===== src/rtl/sdram_pkg.sv =====
// Shared SDRAM controller definitions: command encodings, arbiter states and
// the idle (NOP) values driven onto the bank/address pins.
package sdram_pkg;

  localparam logic [3:0] CMD_NOP       = 4'b0111;
  localparam logic [3:0] CMD_ACTIVE    = 4'b0011;
  localparam logic [3:0] CMD_READ      = 4'b0101;
  localparam logic [3:0] CMD_WRITE     = 4'b0100;
  localparam logic [3:0] CMD_B_TERM    = 4'b0110;
  localparam logic [3:0] CMD_PRECHARGE = 4'b0010;
  localparam logic [3:0] CMD_AREF      = 4'b0001;
  localparam logic [3:0] CMD_MREG      = 4'b0000;

  localparam logic [1:0]  NOP_BA   = 2'b11;
  localparam logic [12:0] NOP_ADDR = 13'h1fff;

  localparam int HOLD_CNT_W = 10;

  typedef enum logic [2:0] {
    INIT,
    ARBIT,
    AREF,
    WRITE,
    READ
  } arb_state_t;

  function automatic logic is_grant_state(arb_state_t s);
    return (s == AREF) || (s == WRITE) || (s == READ);
  endfunction

endpackage


===== src/rtl/sdram_cmd_mux.sv =====
// Combinational select of one sequencer's cmd/ba/addr onto the SDRAM pins,
// keyed on the arbiter state; anything not owned by a sequencer gets NOP.
module sdram_cmd_mux
  import sdram_pkg::*;
(
  input  arb_state_t  state,
  input  logic [3:0]  init_cmd,
  input  logic [1:0]  init_ba,
  input  logic [12:0] init_addr,
  input  logic [3:0]  aref_cmd,
  input  logic [1:0]  aref_ba,
  input  logic [12:0] aref_addr,
  input  logic [3:0]  wr_cmd,
  input  logic [1:0]  wr_ba,
  input  logic [12:0] wr_addr,
  input  logic [3:0]  rd_cmd,
  input  logic [1:0]  rd_ba,
  input  logic [12:0] rd_addr,
  output logic [3:0]  cmd,
  output logic [1:0]  ba,
  output logic [12:0] addr
);

  always_comb begin
    cmd  = CMD_NOP;
    ba   = NOP_BA;
    addr = NOP_ADDR;
    case (state)
      INIT: begin
        cmd  = init_cmd;
        ba   = init_ba;
        addr = init_addr;
      end
      AREF: begin
        cmd  = aref_cmd;
        ba   = aref_ba;
        addr = aref_addr;
      end
      WRITE: begin
        cmd  = wr_cmd;
        ba   = wr_ba;
        addr = wr_addr;
      end
      READ: begin
        cmd  = rd_cmd;
        ba   = rd_ba;
        addr = rd_addr;
      end
      default: ;
    endcase
  end

endmodule


===== src/rtl/sdram_arbiter.sv =====
// SDRAM bus arbiter: grants refresh, write and read sequencers in turn, holds
// the grant until the owner's end pulse or a hold timeout, and drives the pins.
module sdram_arbiter
  import sdram_pkg::*;
#(
  parameter int END_TIMEOUT = 1023
) (
  input  logic        sys_clk,
  input  logic        sys_rst,
  input  logic        init_end,
  input  logic [3:0]  init_cmd,
  input  logic [3:0]  aref_cmd,
  input  logic [3:0]  wr_cmd,
  input  logic [3:0]  rd_cmd,
  input  logic [1:0]  init_ba,
  input  logic [1:0]  aref_ba,
  input  logic [1:0]  wr_ba,
  input  logic [1:0]  rd_ba,
  input  logic [12:0] init_addr,
  input  logic [12:0] aref_addr,
  input  logic [12:0] wr_addr,
  input  logic [12:0] rd_addr,
  input  logic        aref_req,
  input  logic        wr_req,
  input  logic        rd_req,
  input  logic        aref_end,
  input  logic        wr_end,
  input  logic        rd_end,
  input  logic        wr_sdram_en,
  input  logic [15:0] wr_sdram_data,
  input  logic [15:0] sdram_dq_in,
  output logic        aref_en,
  output logic        wr_en,
  output logic        rd_en,
  output logic        sdram_cke,
  output logic        sdram_cs_n,
  output logic        sdram_ras_n,
  output logic        sdram_cas_n,
  output logic        sdram_we_n,
  output logic [1:0]  sdram_ba,
  output logic [12:0] sdram_addr,
  output logic [15:0] sdram_dq_out,
  output logic        sdram_dq_oe,
  output logic [15:0] rd_data,
  output logic        timeout_err
);

  localparam logic [HOLD_CNT_W-1:0] HOLD_LIMIT = HOLD_CNT_W'(END_TIMEOUT - 1);

  arb_state_t            state;
  logic                  last_wr;
  logic [HOLD_CNT_W-1:0] hold_cnt;
  logic                  grant_end;
  logic [3:0]            mux_cmd;
  logic [1:0]            mux_ba;
  logic [12:0]           mux_addr;

  always_comb begin
    grant_end = 1'b0;
    case (state)
      AREF:    grant_end = aref_end;
      WRITE:   grant_end = wr_end;
      READ:    grant_end = rd_end;
      default: grant_end = 1'b0;
    endcase
  end

  // last_wr is recorded at grant time, so a forced release still alternates
  always_ff @(posedge sys_clk) begin
    if (sys_rst) begin
      state       <= INIT;
      aref_en     <= 1'b0;
      wr_en       <= 1'b0;
      rd_en       <= 1'b0;
      last_wr     <= 1'b0;
      hold_cnt    <= '0;
      timeout_err <= 1'b0;
    end else begin
      aref_en <= 1'b0;
      wr_en   <= 1'b0;
      rd_en   <= 1'b0;
      case (state)
        INIT: begin
          if (init_end) state <= ARBIT;
        end
        ARBIT: begin
          hold_cnt <= '0;
          if (!init_end) begin
            state <= INIT;
          end else if (aref_req) begin
            state   <= AREF;
            aref_en <= 1'b1;
          end else if (wr_req && (!rd_req || !last_wr)) begin
            state   <= WRITE;
            wr_en   <= 1'b1;
            last_wr <= 1'b1;
          end else if (rd_req) begin
            state   <= READ;
            rd_en   <= 1'b1;
            last_wr <= 1'b0;
          end
        end
        AREF, WRITE, READ: begin
          if (grant_end) begin
            state <= ARBIT;
          end else if (hold_cnt == HOLD_LIMIT) begin
            state       <= ARBIT;
            timeout_err <= 1'b1;
          end else begin
            hold_cnt <= hold_cnt + 1'b1;
          end
        end
        default: state <= INIT;
      endcase
    end
  end

  sdram_cmd_mux u_cmd_mux (
    .state     (state),
    .init_cmd  (init_cmd),
    .init_ba   (init_ba),
    .init_addr (init_addr),
    .aref_cmd  (aref_cmd),
    .aref_ba   (aref_ba),
    .aref_addr (aref_addr),
    .wr_cmd    (wr_cmd),
    .wr_ba     (wr_ba),
    .wr_addr   (wr_addr),
    .rd_cmd    (rd_cmd),
    .rd_ba     (rd_ba),
    .rd_addr   (rd_addr),
    .cmd       (mux_cmd),
    .ba        (mux_ba),
    .addr      (mux_addr)
  );

  // Reset overrides the pins combinationally so an aborted grant stops at once
  assign {sdram_cs_n, sdram_ras_n, sdram_cas_n, sdram_we_n} = sys_rst ? CMD_NOP : mux_cmd;
  assign sdram_ba     = sys_rst ? NOP_BA   : mux_ba;
  assign sdram_addr   = sys_rst ? NOP_ADDR : mux_addr;
  assign sdram_cke    = 1'b1;
  assign sdram_dq_oe  = !sys_rst && is_grant_state(state) && (state == WRITE) && wr_sdram_en;
  assign sdram_dq_out = sdram_dq_oe ? wr_sdram_data : 16'h0000;
  assign rd_data      = sdram_dq_in;

endmodule


===== config.mk =====
export PLATFORM = sky130hd
export DESIGN_NAME = sdram_arbiter
export DESIGN_NICKNAME = d
export VERILOG_FILES = /design/src/rtl/sdram_pkg.sv /design/src/rtl/sdram_cmd_mux.sv /design/src/rtl/sdram_arbiter.sv
export SDC_FILE = /design/constraint.sdc
export NUM_CORES = 1
export LEC_CHECK = 0
export BUFFER_PORTS_ARGS = -buffer_cell sky130_fd_sc_hd__buf_2
export CORE_MARGIN = 8
export CORE_UTILIZATION = 39
export CTS_CLUSTER_SIZE = 30
export DETAILED_ROUTE_END_ITERATION = 10
export PLACE_DENSITY = 0.8
export SLEW_MARGIN = 10
export SYNTH_ARGS = -nofsm -noshare
export SYNTH_HDL_FRONTEND = slang
export SYNTH_SLANG_ARGS = --single-unit

===== constraint.sdc =====
create_clock -name sys_clk -period 2.2 [get_ports sys_clk]
set_clock_uncertainty 0.1 [all_clocks]
set_input_delay 0.22 -clock sys_clk [delete_from_list [all_inputs] [get_ports sys_clk]]
set_output_delay 0.22 -clock sys_clk [all_outputs]
set_load 0.02 [all_outputs]

## Word level (Yosys, flattened, before mapping)

Index checks and enable logic that the tools add are counted.

| word-level totals | value |
|---|---|
| register bits after elaboration | 18 |
| output and inout port bits | 57 |
| word-level logic and storage cells | 67 |

| cells by class | value |
|---|---|
| add/sub/neg operators | 1 |
| equality and inequality tests | 10 |
| multiplexer cells | 24 |
| bitwise logic cells | 4 |
| reduce and logical (&&, ||, !) cells | 21 |

Operators by type and width:

| operator | count |
|---|---|
| 13-bit one-hot mux with 4 select lines | 1 |
| 3-bit two-way mux | 7 |
| 10-bit two-way mux | 2 |
| 10-bit one-hot mux with 2 select lines | 1 |
| 16-bit two-way mux | 1 |
| 4-bit one-hot mux with 4 select lines | 1 |
| 13-bit two-way mux | 1 |
| 10-bit by 1-bit adder with 10-bit output (second input constant) | 1 |
| 10-bit == test (second input constant) | 1 |
| 3-bit one-hot mux with 3 select lines | 1 |
| 3-bit AND reduction | 3 |
| 2-bit one-hot mux with 4 select lines | 1 |
| 3-bit by 2-bit == test with 1-bit output (second input constant) | 2 |
| 2-bit != test (second input constant) | 3 |
| 3-bit OR reduction | 2 |
| 1-bit two-way mux | 5 |
| 5-bit != test (second input constant) | 1 |
| 5-bit OR reduction | 1 |
| 1-bit logical AND | 4 |
| 4-bit two-way mux | 1 |
| 1-bit NOT | 4 |
| 4-bit AND reduction | 1 |
| 2-bit nonzero test | 2 |
| 4-bit OR reduction | 1 |
| other kinds (8) | 12 |

## Longest topological paths before layout

| depth | value |
|---|---|
| depth in word-level cells | 7 |
| mapped depth | 6 |
| gate-level depth less buffers | 6 |

## By module

Synthesis repeated with hierarchy kept, for this count alone.

| unflattened totals | value |
|---|---|
| cells, all modules | 257 |
| area, all modules | 2,200.9 µm² |

Modules (own cells, without submodules):

| module | instances | cells each | area each (µm²) | sequential area each (µm²) |
|---|---|---|---|---|
| sdram_arbiter | 1 | 166 | 1,373.8 | 360.3 |
| sdram_cmd_mux | 1 | 91 | 827.0 | 0.0 |

## Worst setup path after synthesis

Ideal clock, no wire load.

| path | value |
|---|---|
| kind | register to output |
| from | register state[1] |
| to | output port sdram_dq_out[10] |
| arrival time | 1.591 ns |
| required time | 1.880 ns |
| path slack | 0.289 ns |
| stages on the path, launching flop included | 7 |
| path buffers | 2 |
| cell sequence | dfxtp_1 -> and2_1 -> buf_4 -> nand2_2 -> nor3b_2 -> buf_2 -> and2_1 |

| on the way | value |
|---|---|
| cells in the longest elaborated chain, start to end | 7 |
| elaborated cells between the ends (all ways) | 9 |

RTL lines:

| what | line | RTL |
|---|---|---|
| start: declaration | sdram_arbiter.sv:50 | `arb_state_t state;` |
| start signal: assignment | sdram_arbiter.sv:71 | `state <= INIT;` |
| start signal: assignment | sdram_arbiter.sv:84 | `if (init_end) state <= ARBIT;` |
| start signal: assignment | sdram_arbiter.sv:89 | `state <= INIT;` |
| 3-bit by 2-bit == test with 1-bit output (on tied branches) | sdram_pkg.sv:28, sdram_arbiter.sv:142 |  |
| 1-bit logical OR (2 in series) | sdram_pkg.sv:28 | `return (s == AREF) \|\| (s == WRITE) \|\| (s == READ);` |
| 1-bit logical AND | sdram_arbiter.sv:142 | `assign sdram_dq_oe = !sys_rst && is_grant_state(state) && (state == WRITE) && wr_sdram_en;` |
| 1-bit logical AND (*) (2 in series) | sdram_arbiter.sv:142 |  |
| named net sdram_dq_oe | sdram_arbiter.sv:43 | `output logic sdram_dq_oe,` |
| 16-bit two-way mux (*) | sdram_arbiter.sv:143 | `assign sdram_dq_out = sdram_dq_oe ? wr_sdram_data : 16'h0000;` |
| end: declaration | sdram_arbiter.sv:42 | `output logic [15:0] sdram_dq_out,` |

Mark *: on every way through the listed nets, which the timed path passes. The rest lies on a longest branch.

## Worst setup path in the final report

| path | value |
|---|---|
| from | register state[2] |
| to | output port sdram_dq_out[0] |

| on the way | value |
|---|---|
| cells in the longest elaborated chain, start to end | 7 |
| elaborated cells between the ends (all ways) | 9 |

RTL lines:

| what | line |
|---|---|
| 3-bit by 2-bit == test with 1-bit output (on tied branches) | sdram_pkg.sv:28, sdram_arbiter.sv:142 |
| 1-bit logical OR (2 in series) | sdram_pkg.sv:28 |
| 1-bit logical AND | sdram_arbiter.sv:142 |
| 1-bit logical AND (*) (2 in series) | sdram_arbiter.sv:142 |
| 16-bit two-way mux (*) | sdram_arbiter.sv:143 |

Every way passes the cells marked *; elsewhere a longest branch is shown, timed or not.

==> results.rst <==
.. list-table::
   :header-rows: 1

   * - Metric
     - Value
   * - Result of the run
     - finished clean
   * - Adder and majority gate portion of the synthesized area
     - 0.01240
   * - Setup repair after global routing missed its margin
     - false
   * - Syn avg cell area
     - between 7 and 8 um^2
   * - Combinational family with the most area after synthesis
     - simple AND/OR/NAND/NOR gates
   * - Number of placed cells counting well taps
     - between 400 and 500
   * - Chain of cells forming the critical path
     - buf_6, inv_1, nand2_2, nor3b_2, buf_4, and2_1, buf_2
   * - Vias in the first global route
     - roughly 2400
   * - Antenna violations before repair
     - 0
   * - Clock network latency to the later pin of the worst-skew pair
     - 260 ps
   * - Slew at the pin closest to its max-slew limit
     - ~580 ps
   * - Total of endpoints with negative setup slack in the final report
     - 0
   * - Fraction of synthesized cell area taken by the top area cell type
     - 0.1785
   * - Internal portion of total power
     - 0.0007701 W
   * - Final number of hold-violating endpoints
     - 0
   * - Number of synthesized register bits
     - 18
   * - Antenna Nets Post-Route
     - 0
   * - Worst hold path type
     - input pin to flop
   * - Clock group share of total power
     - 0.215
   * - Fraction of the cycle the final worst path needs
     - 0.9331
   * - Crit path arrival time
     - 1730 ps
   * - Commonest non-fill, non-tap cell in the layout
     - buf_2
   * - Combinational share of power
     - 0.501
   * - Vias
     - around 2400
   * - Leading cell types in the layout, fill and taps excluded
     - 141 x buf_2, 20 x nand2_1, 17 x and2_1, 16 x a21oi_1, 15 x dfxtp_1
   * - Iteration-0 DRC Markers
     - about 160
   * - Biggest cell delay along the critical path
     - 400 ps
   * - Final TNS setup
     - 0 ps
   * - Leftover overflow at the end of global routing
     - 0
   * - Sequential cell fraction of total power
     - 0.284
   * - CTS Root Cell
     - clkbuf_8
   * - Total of warnings raised by yosys
     - 0
   * - Critical Path Fanout Max
     - 22
   * - Sink count of the clock tree
     - 18
   * - Clock tree from TritonCTS
     - built
   * - Worst IR drop on VDD
     - ~0.28 mV
   * - Combined area of all synthesized cells
     - roughly 2000 um^2
   * - GRT Util Overall
     - 0.1756
   * - Post-DP HPWL
     - approximately 6000 um
   * - Post-synthesis simple-gate area fraction
     - 0.3025
   * - Number of cells produced by synthesis
     - 268
   * - Final weighted congestion in routability-driven placement
     - 0.9094
   * - Per-cell via count in the routed design
     - 5.281
   * - Die W
     - ~90 um
   * - Effective utilization at floorplan
     - 0.4002
   * - Cell Area, Placed
     - about 2700 um^2
   * - Number of enable-type register cells in the synthesized netlist
     - 0
   * - Number of unique standard cell types used by synthesis
     - between 50 and 60
   * - Post-CTS Hold Buffers
     - 0
   * - Power consumption
     - roughly 0.0013 W
   * - Number of nets produced by synthesis
     - ~390
   * - Top cells by area, synth
     - dfxtp_1 18%, buf_4 7.1%, mux2_2 6.7%
   * - Type of element launching the critical path
     - flop
   * - Row count
     - 26
   * - Final wirelength
     - approximately 7300 um
   * - Input/output buffers
     - 141
   * - Post-DR wirelength/cell
     - ~16 um
   * - Maximum count of clock buffers along a single path
     - 2
   * - Share of total power consumed by net switching
     - 0.3904
   * - Clock slew seen by the registers of the worst setup and hold paths
     - roughly 70 ps
   * - Die span in y
     - approximately 88 um
   * - Count of H-tree levels built during CTS
     - 1
   * - Total CTS buffers
     - 3
   * - Critical path start-end classification
     - flop to output pin
   * - Buffer count from post-CTS setup fixing
     - 0
   * - Xor/xnor share of the synthesized area
     - 0
   * - Core Box Area
     - roughly 5000 um^2
   * - Cell Pwr Density
     - 458.1 nW/um^2
   * - Number of placed I/O pins
     - between 150 and 200
   * - Final Max Tran Viols
     - 0
   * - Switching power of the nets
     - slightly below 0.0005 W
   * - Sequential area share after synthesis
     - 0.1785
   * - Largest net degree at the start of global routing
     - 23
   * - Full die area
     - 7733 um^2
   * - CP endpoint kind
     - output pin
   * - Number of max-capacitance violations reported
     - 0
   * - Fraction of final layout cells with drive strength greater than 1
     - 0.4756
   * - DRC viols
     - 0
   * - Largest area contributor in the synthesized netlist
     - dfxtp_1
   * - Maximum frequency from static timing analysis
     - just under 500 MHz
   * - Count of TritonRoute iterations in the first routing pass
     - 4
   * - Endpoint required time on the critical path
     - roughly 1900 ps
   * - Number of standard cells in the layout, taps in and fillers out
     - between 400 and 500
   * - Max transition margin
     - 0.6154
   * - P_leak
     - ~1.2 nW
   * - Area growth syn-to-layout
     - 36.64%
   * - Mux share of post-synthesis cell area
     - 0.1017
   * - Net count, final
     - 510
   * - First-pass GRT wire length
     - 11170 um
   * - Compound-Gate Fraction of Synth Area
     - 0.2877
   * - Total non-filler cell area in the finished layout
     - between 2000 and 3000 um^2
   * - Shortest clock period the worst path allows after layout
     - 2053 ps
   * - Slowest library cell on the worst path
     - dfxtp_4
   * - Fraction of registers with async set/reset
     - 0
   * - Antenna Diode Count
     - 0
   * - Ys flop type
     - dfxtp_1
-- metrics by stage --
step,setup slack (ps),hold slack [ps],util
final,147.1,121.0,0.5469
after global routing,18.88,126.7,0.5469
after CTS,13.32,108.0,0.5444
after detailed placement,162.2,340.1,0.5333
after global placement,234.7,340.1,0.5333
after floorplan,289.0,196.8,-
-- repair_timing --
item,4_1_cts,5_1_grt
gates resized for setup,1,5
setup endpoints to repair,27,25
pin swaps,0,0
-- power by group through the flow --
stage                     Combinational (W)  Sequential, W  Clock [W]
final                              0.000633       0.000358   0.000272
after global routing               0.000695       0.000360   0.000295
after CTS                          0.000634       0.000358   0.000277
after detailed placement           0.000632       0.000365          0
after global placement             0.000621       0.000365          0
after floorplan                    0.000455       0.000356          0
-- sequential cells by signal, summed over array words and instances, names as in the netlist --
register     count
hold_cnt        10
last_wr          1
state            3
timeout_err      1
rd_en            1
wr_en            1
aref_en          1
-- area by class of cell --
cell class | instances | area (um^2)
flip-flops and latches | 18 | 369.1
fillers | 493 | 2285
well taps | 70 | 87.58
clock buffers | 4 | 55.05
multi-input cells | 209 | 1428
inverters | 5 | 18.77
repair buffers | 153 | 799.5
-- layer usage --
metal | GRT usage | wire length [um]
met1 | 0.2082 | 2980
met3 | 0.05722 | 497
met5 | 0 | 0
met4 | 0.03594 | 88
met2 | 0.2989 | 3733
-- logic make-up after synthesis --
kind of cell,count (synthesis)
other,1
AOI/OAI and AO/OA,84
and+or+nand+nor,103
adders and majority gates,2
muxes,19
DFF,18
buffers and inverters,41
-- worst max-delay path: cells and delay by family, from the launching register on --
family | cells | cell delay, ps
buffers and inverters | 4 | 630
flip-flops | 1 | 400
AND/OR/NAND/NOR | 3 | 440
-- final timing paths --
| check | start | end | slack, ps | cells after the start |
|---|---|---|---|---|
| worst max-delay path | state[2] | sdram_dq_out[0] | 150 | 7 |
| worst min-delay path | rd_req | last_wr | 120 | 2 |
| worst max register to register | hold_cnt[0] | hold_cnt[5] | 280 | 7 |
| worst min register to register | timeout_err | timeout_err | 380 | 2 |
-- synth_stat cells, types with 3 or more instances --
cell / instances
and2_1: 17
o21ai_0: 12
nand4_1: 5
buf_4: 19
o21a_1: 7
buf_2: 6
clkbuf_1: 9
nor2b_1: 9
o22ai_1: 10
nand2_1: 20
a31oi_1: 3
mux2i_1: 7
a22oi_1: 7
a21oi_1: 16
nor2_1: 14
mux2_2: 12
or4_1: 3
nor3_1: 3
nand2b_1: 4
inv_1: 5
o2111ai_1: 7
dfxtp_1: 18
a311oi_1: 5
nand3_1: 6
No activity file was read; power rests on OpenSTA's default activity.
